### src/rtl/tm_sr_pkg.sv
// Shared types and helpers for the TMIIa shift-register responder.
// Optional length check enabled by defining TM_SR_LENCHECK_EN.
package tm_sr_pkg;

  typedef enum logic [1:0] {
    ST_IDLE,
    ST_SHIFT,
    ST_COMMIT
  } sr_state_e;

  localparam int SYNC_STAGES_DEF = 2;

  function automatic int out_idx(input bit dir, input int width);
    return dir ? width - 1 : 0;
  endfunction

endpackage

### src/rtl/tm_sr_sync.sv
// N-stage input synchronizer with one-cycle rise/fall pulses.
// Pulses are decoded from the last two synchronized samples.
module tm_sr_sync #(
  parameter int N = 2
) (
  input  logic clk,
  input  logic rst,
  input  logic d,
  output logic q,
  output logic rise,
  output logic fall
);

  logic [N-1:0] sh;
  logic         prev;

  always_ff @(posedge clk or posedge rst) begin
    if (rst) begin
      sh   <= '0;
      prev <= 1'b0;
    end else begin
      sh   <= {sh[N-2:0], d};
      prev <= sh[N-1];
    end
  end

  assign q    = sh[N-1];
  assign rise = q & ~prev;
  assign fall = ~q & prev;

endmodule

### src/rtl/tm_sr_responder.sv
// Chip-side model of the TMIIa config shift register for SR loopback.
// Define TM_SR_LENCHECK_EN to build the sticky bit-count check (len_err).
module tm_sr_responder
  import tm_sr_pkg::*;
#(
  parameter int WIDTH           = 170,
  parameter int CNT_WIDTH       = 8,
  parameter int SHIFT_DIRECTION = 1,
  parameter int SYNC_STAGES     = SYNC_STAGES_DEF
) (
  input  logic             clk,
  input  logic             rst,
  input  logic             sr_clk,
  input  logic             sr_din,
  input  logic             sr_load,
  output logic             sr_dout,
  output logic [WIDTH-1:0] cfg,
  output logic             cfg_valid,
  output logic             busy,
  output logic             len_err
);

  localparam int OUT_IDX = out_idx(SHIFT_DIRECTION != 0, WIDTH);
  localparam logic [CNT_WIDTH-1:0] CNT_MAX = '1;

  logic clk_q, clk_rise, clk_fall;
  logic din_q, din_rise, din_fall;
  logic load_q, load_rise, load_fall;

  tm_sr_sync #(.N(SYNC_STAGES)) u_sync_clk (
    .clk  (clk),
    .rst  (rst),
    .d    (sr_clk),
    .q    (clk_q),
    .rise (clk_rise),
    .fall (clk_fall)
  );

  tm_sr_sync #(.N(SYNC_STAGES)) u_sync_din (
    .clk  (clk),
    .rst  (rst),
    .d    (sr_din),
    .q    (din_q),
    .rise (din_rise),
    .fall (din_fall)
  );

  tm_sr_sync #(.N(SYNC_STAGES)) u_sync_load (
    .clk  (clk),
    .rst  (rst),
    .d    (sr_load),
    .q    (load_q),
    .rise (load_rise),
    .fall (load_fall)
  );

  logic unused_edges;
  assign unused_edges = ^{clk_q, din_rise, din_fall, load_q, load_fall};

  sr_state_e            state;
  logic [CNT_WIDTH-1:0] bit_cnt;
  logic [WIDTH-1:0]     chain;

  always_ff @(posedge clk or posedge rst) begin
    if (rst) begin
      state     <= ST_IDLE;
      bit_cnt   <= '0;
      chain     <= '0;
      cfg       <= '0;
      cfg_valid <= 1'b0;
      busy      <= 1'b0;
      sr_dout   <= 1'b0;
    end else begin
      cfg_valid <= 1'b0;
      if (clk_rise) begin
        if (SHIFT_DIRECTION != 0)
          chain <= {chain[WIDTH-2:0], din_q};
        else
          chain <= {din_q, chain[WIDTH-1:1]};
      end
      // Readback moves only on falling edges so it is settled at the next rise.
      if (clk_fall)
        sr_dout <= chain[OUT_IDX];
      unique case (state)
        ST_IDLE: begin
          if (load_rise) begin
            state <= ST_COMMIT;
            if (clk_rise)
              bit_cnt <= CNT_WIDTH'(1);
          end else if (clk_rise) begin
            state   <= ST_SHIFT;
            bit_cnt <= CNT_WIDTH'(1);
            busy    <= 1'b1;
          end
        end
        ST_SHIFT: begin
          if (clk_rise && bit_cnt != CNT_MAX)
            bit_cnt <= bit_cnt + 1'b1;
          if (load_rise) begin
            state <= ST_COMMIT;
            busy  <= 1'b0;
          end
        end
        ST_COMMIT: begin
          cfg       <= chain;
          cfg_valid <= 1'b1;
          if (clk_rise) begin
            state   <= ST_SHIFT;
            bit_cnt <= CNT_WIDTH'(1);
            busy    <= 1'b1;
          end else begin
            state   <= ST_IDLE;
            bit_cnt <= '0;
          end
        end
        default: begin
          state <= ST_IDLE;
          busy  <= 1'b0;
        end
      endcase
    end
  end

`ifdef TM_SR_LENCHECK_EN
  localparam logic [CNT_WIDTH-1:0] WIDTH_CNT = CNT_WIDTH'(WIDTH);

  always_ff @(posedge clk or posedge rst) begin
    if (rst)
      len_err <= 1'b0;
    else if (state == ST_COMMIT && bit_cnt != WIDTH_CNT)
      len_err <= 1'b1;
  end
`else
  assign len_err = 1'b0;
`endif

endmodule

### config.mk
export PLATFORM = sky130hd
export DESIGN_NAME = tm_sr_responder
export DESIGN_NICKNAME = d
export VERILOG_FILES = /design/src/rtl/tm_sr_pkg.sv /design/src/rtl/tm_sr_sync.sv /design/src/rtl/tm_sr_responder.sv
export SDC_FILE = /design/constraint.sdc
export NUM_CORES = 1
export LEC_CHECK = 0
export BUFFER_PORTS_ARGS = -buffer_cell sky130_fd_sc_hd__buf_2
export CAP_MARGIN = 20
export CORE_MARGIN = 4
export CORE_UTILIZATION = 52
export CTS_CLUSTER_DIAMETER = 40
export DETAILED_ROUTE_END_ITERATION = 6
export GPL_TIMING_DRIVEN = 0
export PLACE_DENSITY = 0.78
export SLEW_MARGIN = 20
export SYNTH_ARGS = -nofsm -noshare
export SYNTH_HDL_FRONTEND = slang
export SYNTH_HIERARCHICAL = 1
export SYNTH_SLANG_ARGS = --single-unit
### constraint.sdc
create_clock -name clk -period 9.5 [get_ports clk]
set_clock_uncertainty 0.05 [all_clocks]
set_input_delay 0.475 -clock clk [delete_from_list [all_inputs] [get_ports clk]]
set_output_delay 0.475 -clock clk [all_outputs]
set_load 0.01 [all_outputs]
==> impl_metrics.py, run 1 <==
metrics = {
    "setup_path": {
        "start_kind": "input pin",
        "r2r_end": "chain[155]",
        "r2r_slack_ns": 7.63,
        "cp-end-kind": "async pin",
        "cp.arrival_ns": 2.55,
        "cp.required_ns": 10.16,
        "cp_max_fo": 29,
        "timing.rr.start": "u_sync_clk/sh[1]",
        "cpMostUsedCell": "buf_12",
        "critPathMaxStageDelay_ns": 0.54,
        "slowest_stage": "dlygate4sd3_1",
        "criticalPathCategory": "in2async",
        "cp_cell_sequence": "dlygate4sd3_1 -> buf_2 -> clkinvlp_4 -> buf_12 -> buf_12 -> buf_12 -> buf_12",
        "reg2reg_depth": 5,
    },
    "timing": {
        "slew_headroom": 0.579,
        "fmax_mhz": 530,
        "worstMarginPinSlew_ns": 0.630,
        "final.setup.tns_ns": 0,
        "final-setup-viol-count": 0,
        "post-route-period-util": 0.199,
        "rsz0062_at_grt": "no",
        "hold_viol": 0,
        "layout_min_cycle_time_ns": 1.89,
        "slew_viol_final": 0,
    },
    "finish": {
        "final_cells": 1347,
        "fill_cells": 1764,
        "area_growth_pct": 22.8,
        "nets": 990,
        "n_antenna_cell": 0,
        "drive_gt1_frac": 0.631,
        "final_core_util": 0.654,
    },
    "global_route": {
        "grt_pass1_wl_mm": 40.4,
        "grt_pass1_vias": 7622,
        "track_usage": 0.172,
        "antenna_found_initial": 0,
        "grt_max_degree": 36,
        "grt_overflow_total": 0,
    },
    "clock_network": {
        "cts.repair.resized": 0,
        "cts_buffer_depth": 3,
        "insertion_delay_ns": 0.52,
        "cts_buffers": 42,
        "cts_sinks": 353,
        "cts_hold_buffers": 4,
        "cts_tree": "yes",
        "cts_root_buf": "clkbuf_16",
        "postCtsSetupRepairBufs": 0,
        "clk_pin_slew_ns": 0.06,
        "cts_max_level": 2,
    },
    "drt": {
        "num_vias": 6844,
        "drcViolationCount": 0,
        "antenna_left": 0,
        "initialDrtViolationCount": 404,
        "drt_pass1_iterations": 4,
        "wl_mm": 24.2,
        "wl_per_cell_um": 17.9,
        "vias_per_cell": 5.08,
    },
    "floorplan": {
        "ioPinCount": 179,
        "die_h_um": 169,
        "core_mm2": 0.0253,
        "fp.dieArea_mm2": 0.0286,
        "fp.dieW_um": 169,
        "start_util": 0.533,
        "rows": 58,
    },
    "placement": {
        "dp_hpwl_mm": 16.1,
        "port_buffers": 177,
        "dp_cells": 1267,
        "gp_congestion": 0.733,
    },
    "worst_hold_path": {
        "hold_depth": 0,
        "hp-class": "reg2reg",
        "hold_end": "u_sync_din/sh[1]",
        "hp-start": "u_sync_din/sh[0]",
    },
    "pwr": {
        "ir_drop_v": 0.000137,
        "leakagePower_nw": 8.88,
        "p_per_area_mw_per_mm2": 215,
        "finalPower_mw": 3.57,
    },
    "job": {
        "cap_violations": 0,
    },
    "synth": {
        "syn_area_mm2": 0.0135,
        "synthCells": 749,
        "synth_warnings": 6,
        "synth_nets": 754,
        "synth_area_per_cell_um2": 18.0,
    },
    "status": {
        "status": "finished clean",
    },
}
[how the worst max path moves through the flow]
| stage | to | cells past startpoint | startpoint |
|---|---|---|---|
| floorplan | busy | 1 | rst |
| global placement | cfg[37] | 2 | rst |
| detailed placement | chain[159] | 5 | u_sync_clk/sh[1] |
| CTS | chain[155] | 5 | u_sync_clk/sh[1] |
| global route | cfg[59] | 7 | rst |
| finish | cfg[61] | 7 | rst |
[final cells by class]
type                       instances  area [µm²]  share of cell area
sequential                       353        8830               0.533
multi-input combinational        352        4250               0.256
tap                              330         413              0.0249
clock inverter                    24         338              0.0204
timing repair buffer             192        1150              0.0692
clock buffer                      52        1170              0.0708
inverter                           5        22.5             0.00136
buffer                            39         394              0.0238
[critical path, delay by kind of cell]
kind	cells	cell delay, ns
buffers and inverters	7	2.03
[routing by layer]
metal	vias to the layer above	global-route usage	part of all wire
met5	-	0	0
met3	32	0.0488	0.059
met1	3545	0.231	0.44
li1	3123	-	-
met2	144	0.280	0.48
met4	0	0.0462	0.019
[layout by cell type (no fill, tap or decap), types with 2 or more instances in the layout]
| cell type | count |
|---|---|
| clkbuf_16 | 45 |
| clkinv_2 | 5 |
| clkinvlp_4 | 5 |
| clkinv_4 | 3 |
| nor2b_1 | 4 |
| clkbuf_8 | 2 |
| clkbuf_1 | 5 |
| bufinv_16 | 7 |
| buf_4 | 17 |
| buf_12 | 21 |
| inv_6 | 4 |
| buf_2 | 188 |
| inv_1 | 4 |
| mux2_2 | 252 |
| mux2_4 | 89 |
| dlygate4sd3_1 | 4 |
| dfrtp_1 | 353 |
[state kept, by name, indices dropped and copies added (netlist names)]
signal and count:
cfg 170, u_sync_clk/sh 2, u_sync_din/sh 2, u_sync_clk/prev 1
u_sync_load/prev 1, u_sync_load/sh 2, sr_dout 1, cfg_valid 1
state 2, chain 170, busy 1
[metrics by stage]
stage	worst slack [ns]	hold WS (ns)	cell area, µm²
floorplan	4.36	0.166	13500
global placement	2.45	0.281	14800
detailed placement	7.56	0.286	15000
CTS	7.54	0.300	16600
global route	7.42	0.307	16600
finish	7.61	0.300	16600
[where the power goes]
part	leakage, nW	switching, mW	internal, mW
combinational	3.28	0.116	0.136
sequential	4.86	0.0416	1.57
clock	0.730	0.629	1.08
total	8.88	0.787	2.78
Power figures use the tool's default switching activity.
==> run 2, diff against run 1 <==
- clock period: 9.5 -> 1.6 ns (I/O delays scaled with it)
==> run 2 against run 1 <==
Effect of this change: global-route usage increased by 0.16 points; final area up 1.4%; via count increased by 0.61%; non-clock buffer count rose by 9; worst hold slack lost 0.25 ns; first-iteration DRC count decreased by 4.7%; die area is the same; sequential power increased to 5.9 times the previous value; critical path depth down 2; clock power grew to 5.9 times the previous value; register-to-register slack worse by 7.6 ns; sequential share of layout area down 0.74 points; largest cell class unchanged; largest power group unchanged.
==> impl_metrics.py, run 2 (synthesis results as in run 1) <==
metrics = {
    "finish": {
        "layout_commonest_cell": "dfrtp_1",
        "seq_area_mm2": 0.00883,
        "drive_gt1_frac": 0.637,
        "area_growth_pct": 24.5,
        "reg_top3": "cfg: 170 flops, chain: 170 flops",
        "multi_input_area_mm2": 0.00426,
        "final_cell_mix": "dfrtp_1, mux2_2, buf_2",
        "n_antenna_cell": 0,
        "final_cells": 1357,
        "nets": 1000,
        "fill_cells": 1753,
    },
    "pwr": {
        "pwr-share-clk": 0.477,
        "p_comb_frac": 0.074,
        "p_switching_mw": 4.70,
        "ir_drop_v": 0.000818,
        "p_per_area_mw_per_mm2": 1270,
        "p_seq_frac": 0.449,
        "leakagePower_nw": 8.97,
        "swShare": 0.221,
        "intPower_mw": 16.6,
    },
    "timing": {
        "rsz0062_at_grt": "yes",
        "layout_min_cycle_time_ns": 1.55,
        "final.setup.tns_ns": 0,
        "post-route-period-util": 0.967,
        "slew_viol_final": 0,
        "worstMarginPinSlew_ns": 0.522,
        "fmax_mhz": 646,
        "final-setup-viol-count": 0,
        "hold_viol": 0,
        "slew_headroom": 0.650,
    },
    "setup_path": {
        "critPathMaxStageDelay_ns": 0.37,
        "start_kind": "register",
        "cp_top_family": "buffers and inverters",
        "cp.required_ns": 1.94,
        "cp-end-kind": "register",
        "slowest_stage": "dfrtp_1",
        "critPathBufInv": 3,
        "criticalPathCategory": "reg2reg",
        "cp.arrival_ns": 1.89,
        "cp_cell_sequence": "nor2b_2 -> buf_6 -> bufbuf_16 -> buf_12 -> mux2_4",
        "cp_max_fo": 10,
    },
    "worst_hold_path": {
        "hp-class": "in2async",
    },
    "status": {
        "status": "finished clean",
    },
    "clock_network": {
        "clk_pin_slew_ns": 0.06,
        "insertion_delay_ns": 0.53,
        "cts_buffers": 42,
        "cts_root_buf": "clkbuf_16",
        "cts_tree": "yes",
        "cts_max_level": 2,
        "cts_sinks": 353,
        "cts_buffer_depth": 3,
    },
    "global_route": {
        "grt_max_degree": 36,
        "grt_overflow_total": 0,
        "grt_pass1_wl_mm": 40.7,
        "track_usage": 0.174,
        "antenna_found_initial": 0,
        "grt_pass1_vias": 7636,
    },
    "floorplan": {
        "rows": 58,
        "start_util": 0.533,
        "ioPinCount": 179,
        "fp.dieArea_mm2": 0.0286,
        "core_mm2": 0.0253,
        "fp.dieW_um": 169,
        "die_h_um": 169,
    },
    "drt": {
        "wl_mm": 24.7,
        "initialDrtViolationCount": 385,
        "num_vias": 6886,
        "wl_per_cell_um": 18.2,
        "vias_per_cell": 5.07,
        "drt_pass1_iterations": 4,
        "drcViolationCount": 0,
        "antenna_left": 0,
    },
    "placement": {
        "port_buffers": 177,
        "gp_congestion": 0.733,
        "dp_hpwl_mm": 16.1,
        "dp_cells": 1267,
    },
    "job": {
        "cap_violations": 0,
    },
}
## run 2: changes by cell type in the layout (fill, tap and decap cells not counted), sizes merged
cell,change
clkbuf,+4
buf,+4
bufbuf,+1
clkinvlp,+1
## run 2: tightest hold or removal path: stages
cell and delay [ns]:
buf_2 0.10, dlygate4sd3_1 0.65, inv_1 0.13
## run 2: power groups by stage
| stage | clock network (mW) | registers (mW) | logic, mW |
|---|---|---|---|
| 5_1_grt | 10.8 | 9.59 | 1.71 |
| 3_5_place_dp | 0 | 9.72 | 1.52 |
| 4_1_cts | 10.3 | 9.56 | 1.58 |
| 3_3_place_gp | 0 | 9.71 | 1.42 |
| 6_report | 10.1 | 9.55 | 1.58 |
| 2_1_floorplan | 0 | 9.74 | 0.989 |
## run 2: worst paths after layout
kind                                       start          endpoint  slack (ns)  cells after the start
worst max-delay path                    state[1]           cfg[70]        0.05                      5
worst min-delay path                         rst  u_sync_din/sh[0]        0.05                      3
worst max register to register          state[1]           cfg[70]        0.05                      5
worst min register to register  u_sync_clk/sh[0]  u_sync_clk/sh[1]        0.30                      0
max in group asynchronous                    rst           cfg[61]        0.42                      7
min in group clk                          sr_din  u_sync_din/sh[0]        0.17                      2
## run 2: stage by stage
step | setup slack, ns | utilization | area [µm²] | total power [mW] | hold slack, ns
after global placement | -5.05 | 0.584 | 14800 | 11.1 | -0.0656
final | 0.0527 | 0.663 | 16800 | 21.3 | 0.0481
after global routing | -0.00955 | 0.663 | 16800 | 22.1 | 0.0550
after floorplan | -3.15 | - | 13500 | 10.7 | -0.229
after detailed placement | -0.336 | 0.593 | 15000 | 11.2 | -0.0560
after CTS | -0.0366 | 0.658 | 16700 | 21.5 | 0.000678
## run 2: final cells by class
type	count	area share
plain buffers	39	0.0297
clock buffers	52	0.0698
clock inverters	24	0.0201
inverters	5	0.00134
multi-input cells	352	0.254
flip-flops and latches	353	0.526
well taps	330	0.0246
repair buffers	201	0.0748
repair inverters	1	0.000298
## run 2: repair_timing
item,CTS,global route
hold endpoints to repair,28,0
gates cloned,2,2
resized for setup,15,20
endpoints found under the setup margin,259,214
hold buffers,4,0
setup buffers,3,3
## run 2: metal layers
metal	vias to the layer above	GRT usage	routed length, µm
met4	0	0.0462	480
li1	3145	-	-
met2	145	0.282	11800
met5	-	0	0
met1	3561	0.233	11000
met3	35	0.0497	1430
==> run 3, diff against run 2 <==
- PLACE_DENSITY: 0.78 -> default
- PLACE_DENSITY_LB_ADDON: default -> 0.1
==> run 3 against run 2 <==
Effect of this change: critical path depth did not move; sequential cell count is the same; die area did not move; largest power group unchanged; highest routed layer unchanged.
==> impl_metrics.py, run 3 (synthesis results as in run 1) <==
metrics = {
    "clock_network": {
        "clk_pin_slew_ns": 0.06,
        "cts_max_level": 2,
        "cts_buffers": 45,
        "cts_buffer_depth": 3,
        "cts_tree": "yes",
        "insertion_delay_ns": 0.52,
        "cts_root_buf": "clkbuf_16",
        "cts_sinks": 353,
    },
    "worst_hold_path": {
        "hp-class": "in2async",
    },
    "status": {
        "status": "finished clean",
    },
    "floorplan": {
        "ioPinCount": 179,
        "fp.dieW_um": 169,
        "rows": 58,
        "core_mm2": 0.0253,
        "fp.dieArea_mm2": 0.0286,
        "start_util": 0.533,
        "die_h_um": 169,
    },
    "global_route": {
        "track_usage": 0.172,
        "grt_pass1_wl_mm": 40.2,
        "grt_max_degree": 35,
        "grt_overflow_total": 0,
        "antenna_found_initial": 0,
        "grt_pass1_vias": 7382,
    },
    "timing": {
        "layout_min_cycle_time_ns": 1.58,
        "hold_viol": 0,
        "rsz0062_at_grt": "yes",
        "fin_ws_ns": 0.0210,
        "slew_viol_final": 0,
        "final-setup-viol-count": 0,
        "fmax_mhz": 633,
        "post-route-period-util": 0.987,
    },
    "setup_path": {
        "slowest_stage": "dfrtp_1",
        "cp.arrival_ns": 1.93,
        "cp-end-kind": "register",
        "criticalPathCategory": "reg2reg",
        "cp_cell_sequence": "nor2b_4 -> buf_6 -> bufbuf_16 -> buf_12 -> mux2_4",
        "critPathMaxStageDelay_ns": 0.40,
        "start_kind": "register",
        "cp.required_ns": 1.96,
        "cp_top_family": "buffers and inverters",
        "cp_max_fo": 10,
        "critPathBufInv": 3,
    },
    "finish": {
        "nets": 1003,
        "fill_cells": 1802,
        "multi_input_area_mm2": 0.00426,
        "area_growth_pct": 25.7,
        "final_cell_mix": "dfrtp_1, mux2_2, buf_2",
        "reg_top3": "cfg: 170 flops, chain: 170 flops",
        "n_antenna_cell": 0,
        "layout_commonest_cell": "dfrtp_1",
        "drive_gt1_frac": 0.637,
        "seq_area_mm2": 0.00883,
    },
    "drt": {
        "antenna_left": 0,
        "initialDrtViolationCount": 247,
        "drt_pass1_iterations": 4,
        "wl_mm": 24.3,
        "num_vias": 6858,
        "wl_per_cell_um": 17.8,
        "drcViolationCount": 0,
        "vias_per_cell": 5.03,
    },
    "pwr": {
        "leakagePower_nw": 9.05,
        "finalPower_mw": 21.7,
        "ir_drop_v": 0.000865,
        "p_per_area_mw_per_mm2": 1280,
    },
    "placement": {
        "port_buffers": 177,
        "gp_congestion": 0.706,
        "dp_hpwl_mm": 15.7,
        "place_ws_ns": -0.312,
    },
    "job": {
        "cap_violations": 0,
    },
}
## run 3: changes by cell type in the layout (fill, tap and decap cells not counted), sizes merged
cell / previous run / this run
inv: 9 / 11
buf: 231 / 233
clkinv: 8 / 7
dlygate4sd3: 4 / 5
clkbuf: 56 / 59
## run 3: what timing repair did
| item | 4_1_cts | 5_1_grt |
|---|---|---|
| buffers inserted | 3 | 1 |
| cloned | 2 | 2 |
| gates resized for setup | 21 | 12 |
| hold buffers | 5 | 0 |
| endpoints found under the hold margin | 160 | 0 |
| endpoints found under the setup margin | 261 | 197 |
## run 3: power breakdown
group	switching (mW)	total [mW]	internal, mW
Combinational	0.705	1.59	0.887
Sequential	0.246	9.55	9.31
Clock	3.81	10.6	6.74
## run 3: cell type report
| cell class | count | area share |
|---|---|---|
| multi-input cells | 352 | 0.251 |
| well taps | 330 | 0.0244 |
| clock inverters | 26 | 0.0207 |
| flip-flops and latches | 353 | 0.521 |
| inverters | 5 | 0.00133 |
| repair buffers | 202 | 0.0788 |
| plain buffers | 39 | 0.0286 |
| clock buffers | 57 | 0.0739 |
## run 3: worst min-delay path: stages
cell and delay, ns:
dlygate4sd3_1 0.53, buf_2 0.15, clkinvlp_4 0.24
## run 3: path summary, 6_finish.rpt
| check | endpoint | from | depth (start not counted) | slack [ns] |
|---|---|---|---|---|
| min in group clk | u_sync_load/sh[0] | sr_load | 2 | 0.16 |
| max in group asynchronous | chain[100] | rst | 8 | 0.18 |
| max | cfg[58] | state[1] | 5 | 0.02 |
| min reg2reg | u_sync_load/sh[1] | u_sync_load/sh[0] | 0 | 0.30 |
| min | chain[144] | rst | 3 | 0.04 |
| max reg2reg | cfg[58] | state[1] | 5 | 0.02 |
## run 3: routing by layer
metal / GRT usage / vias up / share of wire
met5: 0 / - / 0
met4: 0.0543 / 0 / 0.020
met3: 0.0465 / 39 / 0.063
met2: 0.272 / 146 / 0.48
met1: 0.235 / 3517 / 0.44
li1: - / 3156 / -
## run 3: metrics by stage
step	hold slack, ns	TNS (ns)	utilization	cells	instance area, µm²
global route	0.0420	-2.04	0.669	1364	17000
floorplan	-0.229	-1085.53	-	749	13500
CTS	0.00336	0	0.665	1361	16800
global placement	-0.0681	-1832.70	0.584	1256	14800
detailed placement	-0.0622	-26.52	0.594	1268	15000
finish	0.0424	0	0.669	1364	17000
